===== config.mk =====
export PLATFORM = sky130hd
export DESIGN_NAME = mem_access_unit
export DESIGN_NICKNAME = d
export VERILOG_FILES = /design/src/rtl/mau_pkg.sv /design/src/rtl/byte_lane_merge.sv /design/src/rtl/mem_access_unit.sv
export SDC_FILE = /design/constraint.sdc
export NUM_CORES = 1
export LEC_CHECK = 0
export BUFFER_PORTS_ARGS = -buffer_cell sky130_fd_sc_hd__buf_2
export CELL_PAD_IN_SITES_DETAIL_PLACEMENT = 1
export CELL_PAD_IN_SITES_GLOBAL_PLACEMENT = 2
export CORE_MARGIN = 3
export CORE_UTILIZATION = 27
export DETAILED_ROUTE_END_ITERATION = 8
export PLACE_DENSITY = 0.79
export SYNTH_ARGS = -nofsm -noshare
export SYNTH_HDL_FRONTEND = slang
export SYNTH_SLANG_ARGS = --single-unit

===== constraint.sdc =====
create_clock -name clk -period 2 [get_ports clk]
set_input_delay 0.2 -clock clk [delete_from_list [all_inputs] [get_ports clk]]
set_output_delay 0.2 -clock clk [all_outputs]
set_load 0.01 [all_outputs]

===== src/rtl/mau_pkg.sv =====
// Shared types and constants for the load/store initiator.
// The lane constants name the byte half of a 16-bit word selected by addr[0].
package mau_pkg;

  localparam int DATA_W_DEF = 16;
  localparam int ADDR_W_DEF = 16;

  // Little-endian: lane 0 holds bits [7:0], lane 1 holds bits [15:8].
  localparam logic LANE_LO = 1'b0;
  localparam logic LANE_HI = 1'b1;

  typedef enum logic [2:0] {
    IDLE,
    RD,
    WR,
    RMW_RD,
    RMW_WR,
    DONE
  } mau_state_t;

endpackage


===== src/rtl/byte_lane_merge.sv =====
// Combinational byte-lane helper: extracts a lane with sign/zero extension and
// merges a byte into a lane of a word, for a 16-bit word.
module byte_lane_merge
  import mau_pkg::*;
#(
  parameter int DATA_W = DATA_W_DEF
) (
  input  logic [DATA_W-1:0] ext_word_i,
  input  logic              ext_lane_i,
  input  logic              ext_signed_i,
  output logic [DATA_W-1:0] ext_data_o,
  input  logic [DATA_W-1:0] mrg_word_i,
  input  logic              mrg_lane_i,
  input  logic [7:0]        mrg_byte_i,
  output logic [DATA_W-1:0] mrg_data_o
);

  logic [7:0] ext_byte;

  always_comb begin
    ext_byte = (ext_lane_i == LANE_HI) ? ext_word_i[15:8] : ext_word_i[7:0];
    ext_data_o = {{(DATA_W-8){ext_signed_i & ext_byte[7]}}, ext_byte};
  end

  always_comb begin
    mrg_data_o = mrg_word_i;
    if (mrg_lane_i == LANE_LO) begin
      mrg_data_o[7:0] = mrg_byte_i;
    end else begin
      mrg_data_o[15:8] = mrg_byte_i;
    end
  end

endmodule


===== src/rtl/mem_access_unit.sv =====
// Load/store initiator between the datapath and word-organised data memory.
// Handles one byte-addressed access at a time, with read-modify-write for byte stores.
module mem_access_unit
  import mau_pkg::*;
#(
  parameter int DATA_W    = DATA_W_DEF,
  parameter int ADDR_W    = ADDR_W_DEF,
  parameter int MEM_WORDS = 256
) (
  input  logic              clk,
  input  logic              rst_n,
  // Request: accepted in any cycle where req_valid and req_ready are both high.
  input  logic              req_valid,
  output logic              req_ready,
  input  logic              req_write,
  input  logic              req_byte,
  input  logic              req_signed,
  input  logic [ADDR_W-1:0] req_addr,
  input  logic [DATA_W-1:0] req_wdata,
  output logic              resp_valid,
  output logic              resp_err,
  output logic [DATA_W-1:0] resp_rdata,
  output logic [ADDR_W-1:0] mem_address,
  output logic [DATA_W-1:0] mem_datain,
  output logic              mem_memread,
  output logic              mem_memwrite,
  input  logic [DATA_W-1:0] mem_dataout
);

  localparam logic [ADDR_W:0] ADDR_LIMIT = (ADDR_W+1)'(2 * MEM_WORDS);

  mau_state_t        state_q;
  logic [ADDR_W-1:0] addr_q;
  logic [DATA_W-1:0] wdata_q;
  logic [DATA_W-1:0] rd_word_q;
  logic [DATA_W-1:0] resp_rdata_q;
  logic              write_q;
  logic              byte_q;
  logic              signed_q;
  logic              err_q;
  logic              bad_req;
  logic [DATA_W-1:0] ext_data;
  logic [DATA_W-1:0] mrg_data;

  byte_lane_merge #(.DATA_W(DATA_W)) u_lane (
    .ext_word_i   (mem_dataout),
    .ext_lane_i   (addr_q[0]),
    .ext_signed_i (signed_q),
    .ext_data_o   (ext_data),
    .mrg_word_i   (rd_word_q),
    .mrg_lane_i   (addr_q[0]),
    .mrg_byte_i   (wdata_q[7:0]),
    .mrg_data_o   (mrg_data)
  );

  always_comb begin
    bad_req = ({1'b0, req_addr} >= ADDR_LIMIT) || (!req_byte && req_addr[0]);
  end

  always_ff @(posedge clk) begin
    if (!rst_n) begin
      state_q      <= IDLE;
      addr_q       <= '0;
      wdata_q      <= '0;
      rd_word_q    <= '0;
      resp_rdata_q <= '0;
      write_q      <= 1'b0;
      byte_q       <= 1'b0;
      signed_q     <= 1'b0;
      err_q        <= 1'b0;
    end else begin
      case (state_q)
        IDLE: begin
          if (req_valid) begin
            addr_q   <= req_addr;
            wdata_q  <= req_wdata;
            write_q  <= req_write;
            byte_q   <= req_byte;
            signed_q <= req_signed;
            err_q    <= bad_req;
            if (bad_req)         state_q <= DONE;
            else if (!req_write) state_q <= RD;
            else if (!req_byte)  state_q <= WR;
            else                 state_q <= RMW_RD;
          end
        end
        // The load result is registered here so it is already visible in DONE.
        RD: begin
          rd_word_q    <= mem_dataout;
          resp_rdata_q <= byte_q ? ext_data : mem_dataout;
          state_q      <= DONE;
        end
        WR:      state_q <= DONE;
        RMW_RD: begin
          rd_word_q <= mem_dataout;
          state_q   <= RMW_WR;
        end
        RMW_WR:  state_q <= DONE;
        DONE:    state_q <= IDLE;
        default: state_q <= IDLE;
      endcase
    end
  end

  // Strobes are gated by rst_n so a reset cycle never issues a memory access.
  always_comb begin
    req_ready    = (state_q == IDLE);
    resp_valid   = rst_n && (state_q == DONE);
    resp_err     = resp_valid && err_q;
    resp_rdata   = resp_rdata_q;
    mem_address  = {1'b0, addr_q[ADDR_W-1:1]};
    mem_memread  = rst_n && ((state_q == RD) || (state_q == RMW_RD));
    mem_memwrite = rst_n && ((state_q == WR) || (state_q == RMW_WR));
    mem_datain   = '0;
    if (mem_memwrite) begin
      mem_datain = (state_q == RMW_WR) ? mrg_data : wdata_q;
    end
  end

endmodule


==> flow_metrics.py, run 1 <==
metrics = {
    "status": {
        "outcome": "finished clean",
    },
    "detailed_routing": {
        "final_antenna_net_count": 0,
        "drc": 0,
        "drt_wl_total_um": 9880,
        "wl_per_cell_um": 15.7,
        "wl_met1_um": 4180,
        "drtIter0Drc": 121,
        "vias": 2986,
        "drt_pass1_iterations": 4,
        "highest_layer": "met4",
        "wl_met3_um": 861,
        "met2_length_um": 4750,
        "avgViaCountPerCell": 4.74,
    },
    "yosys": {
        "synth_cells": 384,
        "ys_seq_elements": 70,
        "synth_area_leaders": "dfxtp_1 (45%), nand2_1 (13%), a21oi_1 (8.3%)",
        "seq_area_frac_synth_pct": 45.4,
        "ys_types": 37,
        "synth_top_area_cell": "dfxtp_1",
        "ys.flop_type": "dfxtp_1",
        "synth_warnings": 0,
        "synth_edf_count": 0,
        "mappedNetlistNets": 438,
        "syn_area_um2": 3090,
        "avgSynthCellArea_um2": 8.04,
        "yosysTopAreaCellShare_pct": 45.4,
        "async_flop_share_pct": 0,
    },
    "setup_path": {
        "worstPathMaxFanout": 14,
        "worstPathCellList": "xnor2_2 > or3_4 > buf_4 > nor2_1 > buf_2",
        "crit_type": "register to output pin",
        "cp.required_ns": 1.80,
        "slowest_stage": "or3_4",
        "crit_path_max_incr_delay_ns": 0.44,
        "critPathTopFamily": "simple AND/OR/NAND/NOR gates",
        "timing.rr.start": "state_q[1]",
        "rr_endpoint": "wdata_q[4]",
        "reg2reg_depth": 5,
        "start_kind": "register",
        "r2r_slack_ns": 0.34,
        "end_kind": "output pin",
        "crit_buf_inv": 2,
        "critPathArrivalTime_ns": 1.74,
    },
    "timing": {
        "drv_slew": 0,
        "setup_violations": 0,
        "skew_ns": 0.0102,
        "fin_ws_ns": 0.0596,
        "timing.final.hold_violations": 0,
        "finalCritPeriodShare_pct": 97.0,
        "worstMarginPinSlew_ns": 0.652,
        "fmax_mhz": 515,
        "relSlewSlack_pct": 56.5,
        "timing.final.crit_period_ns": 1.94,
    },
    "flow_run": {
        "drv_cap": 0,
    },
    "power": {
        "seqPwrFrac_pct": 40.2,
        "powerDensity_nw_per_um2": 999,
        "clkPwrFrac_pct": 39.1,
        "switching_power_mw": 1.22,
        "leakagePower_nw": 1.70,
        "power_frac_comb_pct": 20.7,
        "irDropWorstVdd_uv": 316,
        "switching_share_pct": 29.9,
        "internal_power_mw": 2.86,
    },
    "clocking": {
        "cts.sinks": 70,
        "clock_path_buffers": 2,
        "cts_tree": "built",
        "cts_max_level": 3,
        "cts_root_buffer": "clkbuf_16",
        "clk_pin_slew_ns": 0.06,
        "cts_buffers": 9,
        "insertion_delay_ns": 0.33,
    },
    "die": {
        "start_util_pct": 28.0,
        "die_y_um": 113,
        "ioPinCount": 107,
        "die_x_um": 113,
        "dieArea_um2": 12800,
        "coreArea_um2": 11000,
        "core.rowCount": 38,
    },
    "global_routing": {
        "track_usage_pct": 15.7,
        "grt_overflow_total": 0,
        "grt_pass1_vias": 3109,
        "grt_pass1_wl_um": 16000,
        "antenna_found_initial": 0,
        "grt_max_degree": 60,
    },
    "worst_hold_path": {
        "min-delay-start": "req_addr[8]",
        "min_path_type": "primary input to register",
        "whs_path_depth": 3,
        "hold_end": "addr_q[8]",
    },
    "cells_and_area": {
        "fin_cells": 630,
        "seq_area_um2": 1410,
        "nNetsFinal": 539,
        "layout_commonest_cell": "nand2_1",
        "final_cell_mix": "nand2_1 (110), buf_2 (106), dfxtp_1 (67), a21oi_1 (51), nor2_1 (26)",
        "syn_to_final_growth_pct": 32.2,
        "multi_input_area_um2": 1520,
        "drive_above_1_share_pct": 32.2,
        "antenna_cells": 0,
        "fillCellCount": 1353,
        "utilization_pct": 37.0,
    },
    "placement": {
        "dpl.hpwl_um": 7240,
        "gp_congestion": 0.797,
        "port_buffers": 105,
        "dp.cells": 610,
        "dp_slack_ns": 0.0721,
    },
}
## cells by family (layout without fill, tap and decap cells)
logic type / Yosys count / after routing / synth area share, %
other: 1 / 1 / 0.121
and+or+nand+nor: 171 / 171 / 24.8
muxes: 17 / 17 / 5.55
xor gates and xnor gates: 1 / 1 / 0.284
DFF: 70 / 70 / 45.4
buffers and inverters: 36 / 142 / 7.21
AOI/OAI and AO/OA: 88 / 88 / 16.7
## final cells by class
class,count,area share (%)
well taps,140,4.29
repair buffers,124,16.6
inverters,2,0.184
clock buffers,9,5.52
flip-flops and latches,70,34.5
clock inverters,7,1.78
multi-input cells,278,37.1
## layer usage
metal,vias up,global-route usage (%)
li1,1499,-
met1,1390,18.6
met2,88,26.4
met3,9,6.20
met4,0,4.57
met5,-,0
## worst register-to-register path, cell delays in order, from the launching register on
cell and delay, ns:
dfxtp_4 0.38, buf_4 0.17, nor4b_4 0.51, buf_4 0.31, nand2_1 0.09, a21oi_1 0.14
## flip-flops by register name, indices dropped and copies added (netlist names)
name,count
addr_q,16
rd_word_q,16
resp_rdata,16
wdata_q,16
state_q,3
byte_q,1
err_q,1
signed_q,1
## worst max-delay path by stage
stage	startpoint	end	slack, ns	depth (start not counted)
after CTS	state_q[2]	mem_datain[11]	0.009	6
final	state_q[1]	mem_datain[1]	0.06	5
after floorplan	state_q[0]	mem_datain[13]	0.41	5
after global placement	state_q[1]	mem_datain[13]	0.21	4
after global routing	state_q[2]	mem_datain[9]	-0.0007	6
after detailed placement	state_q[1]	mem_datain[11]	0.07	4
## synthesized netlist by cell type (all sizes together), types with 2 or more instances
library cell and count:
nand2 110, dfxtp 70, a21oi 51, nor2 26
buf 21, mux2i 16, clkbuf 13, nand3 10
o21ai 10, nand2b 9, a211oi 8, a311oi 8
a31oi 8, inv 2, nor2b 2, nor3 2
nor3b 2, o31a 2, or3 2
## power groups by stage
stage	Combinational, mW	Clock (mW)	Sequential (mW)
after floorplan	0.520	0	1.67
after global placement	0.796	0	1.66
after detailed placement	0.814	0	1.66
after CTS	0.824	1.64	1.64
after global routing	0.950	1.71	1.66
final	0.843	1.60	1.64
## metrics by stage
stage                     total power [mW]  hold WS, ns  setup TNS, ns  cell area (µm²)
after floorplan                       2.19        0.336              0             3090
after global placement                2.45        0.439              0             3700
after detailed placement              2.48        0.447              0             3700
after CTS                             4.10       0.0900              0             4010
after global routing                  4.32        0.103      -0.000706             4080
final                                 4.08        0.102              0             4080
## what timing repair did
item / CTS / global route
hold endpoints to repair: 0 / 0
resized for setup: 4 / 10
buffers inserted: 0 / 3
cloned: 0 / 1
endpoints found under the setup margin: 17 / 16
pin swaps: 0 / 0
hold buffers: 0 / 0
(Power assumes the default switching activity.)
==> run 2: changes to the inputs <==
--- a/config.mk
+++ b/config.mk
@@ -12,6 +12,7 @@
 export CORE_UTILIZATION = 27
 export DETAILED_ROUTE_END_ITERATION = 8
 export PLACE_DENSITY = 0.79
+export SETUP_SLACK_MARGIN = 0.2
 export SYNTH_ARGS = -nofsm -noshare
 export SYNTH_HDL_FRONTEND = slang
 export SYNTH_SLANG_ARGS = --single-unit
==> run 2 against run 1 <==
  * Total power is 2.8% higher
  * Clock skew up 0.00058 ns
  * Critical path depth unchanged
  * Combinational power is 14% higher
  * Sequential share of layout area down 1.2 points
  * Critical endpoint is now mem_datain[10]
  * Non-clock buffer count up 11
  * Fmax decreased by 0.33%
  * Wire length rose by 4.3%
  * Flip-flop and latch count is the same
  * Via count increased by 3.4%
  * Die area unchanged
  * Cell count up 1.7%
==> flow_metrics.py, run 2 (synthesized netlist as in run 1, its figures left out) <==
metrics = {
    "status": {
        "outcome": "finished clean",
    },
    "detailed_routing": {
        "wl_met1_um": 4430,
        "drt_pass1_iterations": 4,
        "highest_layer": "met4",
        "vias": 3088,
        "avgViaCountPerCell": 4.82,
        "drc": 0,
        "met2_length_um": 4920,
        "final_antenna_net_count": 0,
        "wl_met3_um": 824,
        "drt_wl_total_um": 10300,
        "drtIter0Drc": 104,
        "wl_per_cell_um": 16.1,
    },
    "placement": {
        "dp_slack_ns": 0.0721,
        "dpl.hpwl_um": 7240,
        "dp.cells": 610,
        "postPlaceCellArea_um2": 3700,
        "port_buffers": 105,
        "gp_congestion": 0.797,
    },
    "setup_path": {
        "end_kind": "output pin",
        "crit_path_max_incr_delay_ns": 0.41,
        "slowest_stage": "or3_4",
        "worstPathCellList": "xnor2_2 > or3_4 > buf_12 > a211oi_2 > buf_2",
        "crit_type": "register to output pin",
        "crit_start": "state_q[2]",
        "worstPathMaxFanout": 7,
        "cp.required_ns": 1.80,
        "timing.rr.start": "state_q[0]",
        "critPathTopFamily": "simple AND/OR/NAND/NOR gates",
        "critPathArrivalTime_ns": 1.75,
        "start_kind": "register",
        "crit_buf_inv": 2,
    },
    "global_routing": {
        "antenna_found_initial": 0,
        "grt_max_degree": 60,
        "grt_pass1_wl_um": 16400,
        "track_usage_pct": 16.2,
        "grt_overflow_total": 0,
        "grt_pass1_vias": 3195,
    },
    "cells_and_area": {
        "fin_area_um2": 4240,
        "nNetsFinal": 550,
        "final_cell_mix": "nand2_1 (110), buf_2 (105), dfxtp_1 (67), a21oi_1 (51), nor2_1 (25)",
        "layout_commonest_cell": "nand2_1",
        "antenna_cells": 0,
        "fin_cells": 641,
        "syn_to_final_growth_pct": 37.3,
        "drive_above_1_share_pct": 35.9,
    },
    "timing": {
        "skew_ns": 0.0108,
        "fin_ws_ns": 0.0533,
        "hold_ws_ns": 0.101,
        "worstMarginPinSlew_ns": 0.651,
        "timing.final.crit_period_ns": 1.95,
        "fmax_mhz": 514,
        "drv_slew": 0,
        "rsz0062_at_grt": "yes",
        "setup_violations": 0,
        "finalCritPeriodShare_pct": 97.3,
        "timing.final.hold_violations": 0,
        "tns_ns": 0,
        "relSlewSlack_pct": 56.6,
    },
    "power": {
        "leakagePower_nw": 1.77,
        "irDropWorstVdd_uv": 368,
        "powerDensity_nw_per_um2": 989,
    },
    "clocking": {
        "cts_root_buffer": "clkbuf_16",
        "cts_tree": "built",
        "cts_buffers": 9,
        "cts.sinks": 70,
        "cts_max_level": 3,
        "clock_path_buffers": 2,
        "cts_hold_buf": 0,
        "insertion_delay_ns": 0.33,
        "clk_pin_slew_ns": 0.06,
    },
    "die": {
        "core.rowCount": 38,
        "dieArea_um2": 12800,
        "die_y_um": 113,
        "ioPinCount": 107,
        "coreArea_um2": 11000,
        "die_x_um": 113,
        "start_util_pct": 28.0,
    },
    "worst_hold_path": {
        "min-delay-start": "req_addr[8]",
        "min_path_type": "primary input to register",
    },
    "flow_run": {
        "drv_cap": 0,
    },
}
[run 2: per-stage QoR]
stage,power (mW),util (%)
finish,4.19,38.4
global placement,2.45,33.6
floorplan,2.19,-
global route,4.43,38.4
CTS,4.19,37.9
detailed placement,2.48,33.6
[run 2: tightest hold or removal path, delay by kind of cell]
kind,cells,cell delay (ns)
buf+inv,1,0.09
compound gates,1,0.05
simple gates,1,0.04
[run 2: path summary, 6_finish.rpt]
check                           slack, ns              to  depth (start not counted)
worst max register to register       0.41       addr_q[4]                          5
worst min-delay path                 0.10       addr_q[8]                          3
worst max-delay path                 0.05  mem_datain[10]                          5
worst min register to register       0.45       addr_q[7]                          2
[run 2: area by class of cell]
type                            instances  area, µm²
Inverter                                2       7.51
Tap cell                              140        175
Clock inverter                          7       72.6
Sequential cell                        70       1410
Fill cell                            1345       6790
Multi-Input combinational cell        278       1550
Timing Repair Buffer                  135        793
Clock buffer                            9        225
[run 2: what timing repair did]
| action | in CTS | in global routing |
|---|---|---|
| buffers inserted | 10 | 4 |
| resized for setup | 23 | 9 |
| pin swaps | 5 | 1 |
| endpoints found under the setup margin | 17 | 21 |
| cloned | 0 | 1 |
[run 2: power by group]
| part | internal [mW] | leakage (nW) | switching (mW) | total, mW |
|---|---|---|---|---|
| combinational | 0.418 | 1.06 | 0.541 | 0.958 |
| sequential | 1.54 | 0.574 | 0.0928 | 1.64 |
| clock | 0.967 | 0.142 | 0.634 | 1.60 |
[run 2: per-layer routing]
| layer | global-route usage [%] | vias up |
|---|---|---|
| li1 | - | 1529 |
| met1 | 19.1 | 1455 |
| met2 | 27.2 | 93 |
| met3 | 6.20 | 11 |
| met4 | 5.05 | 0 |
| met5 | 0 | - |
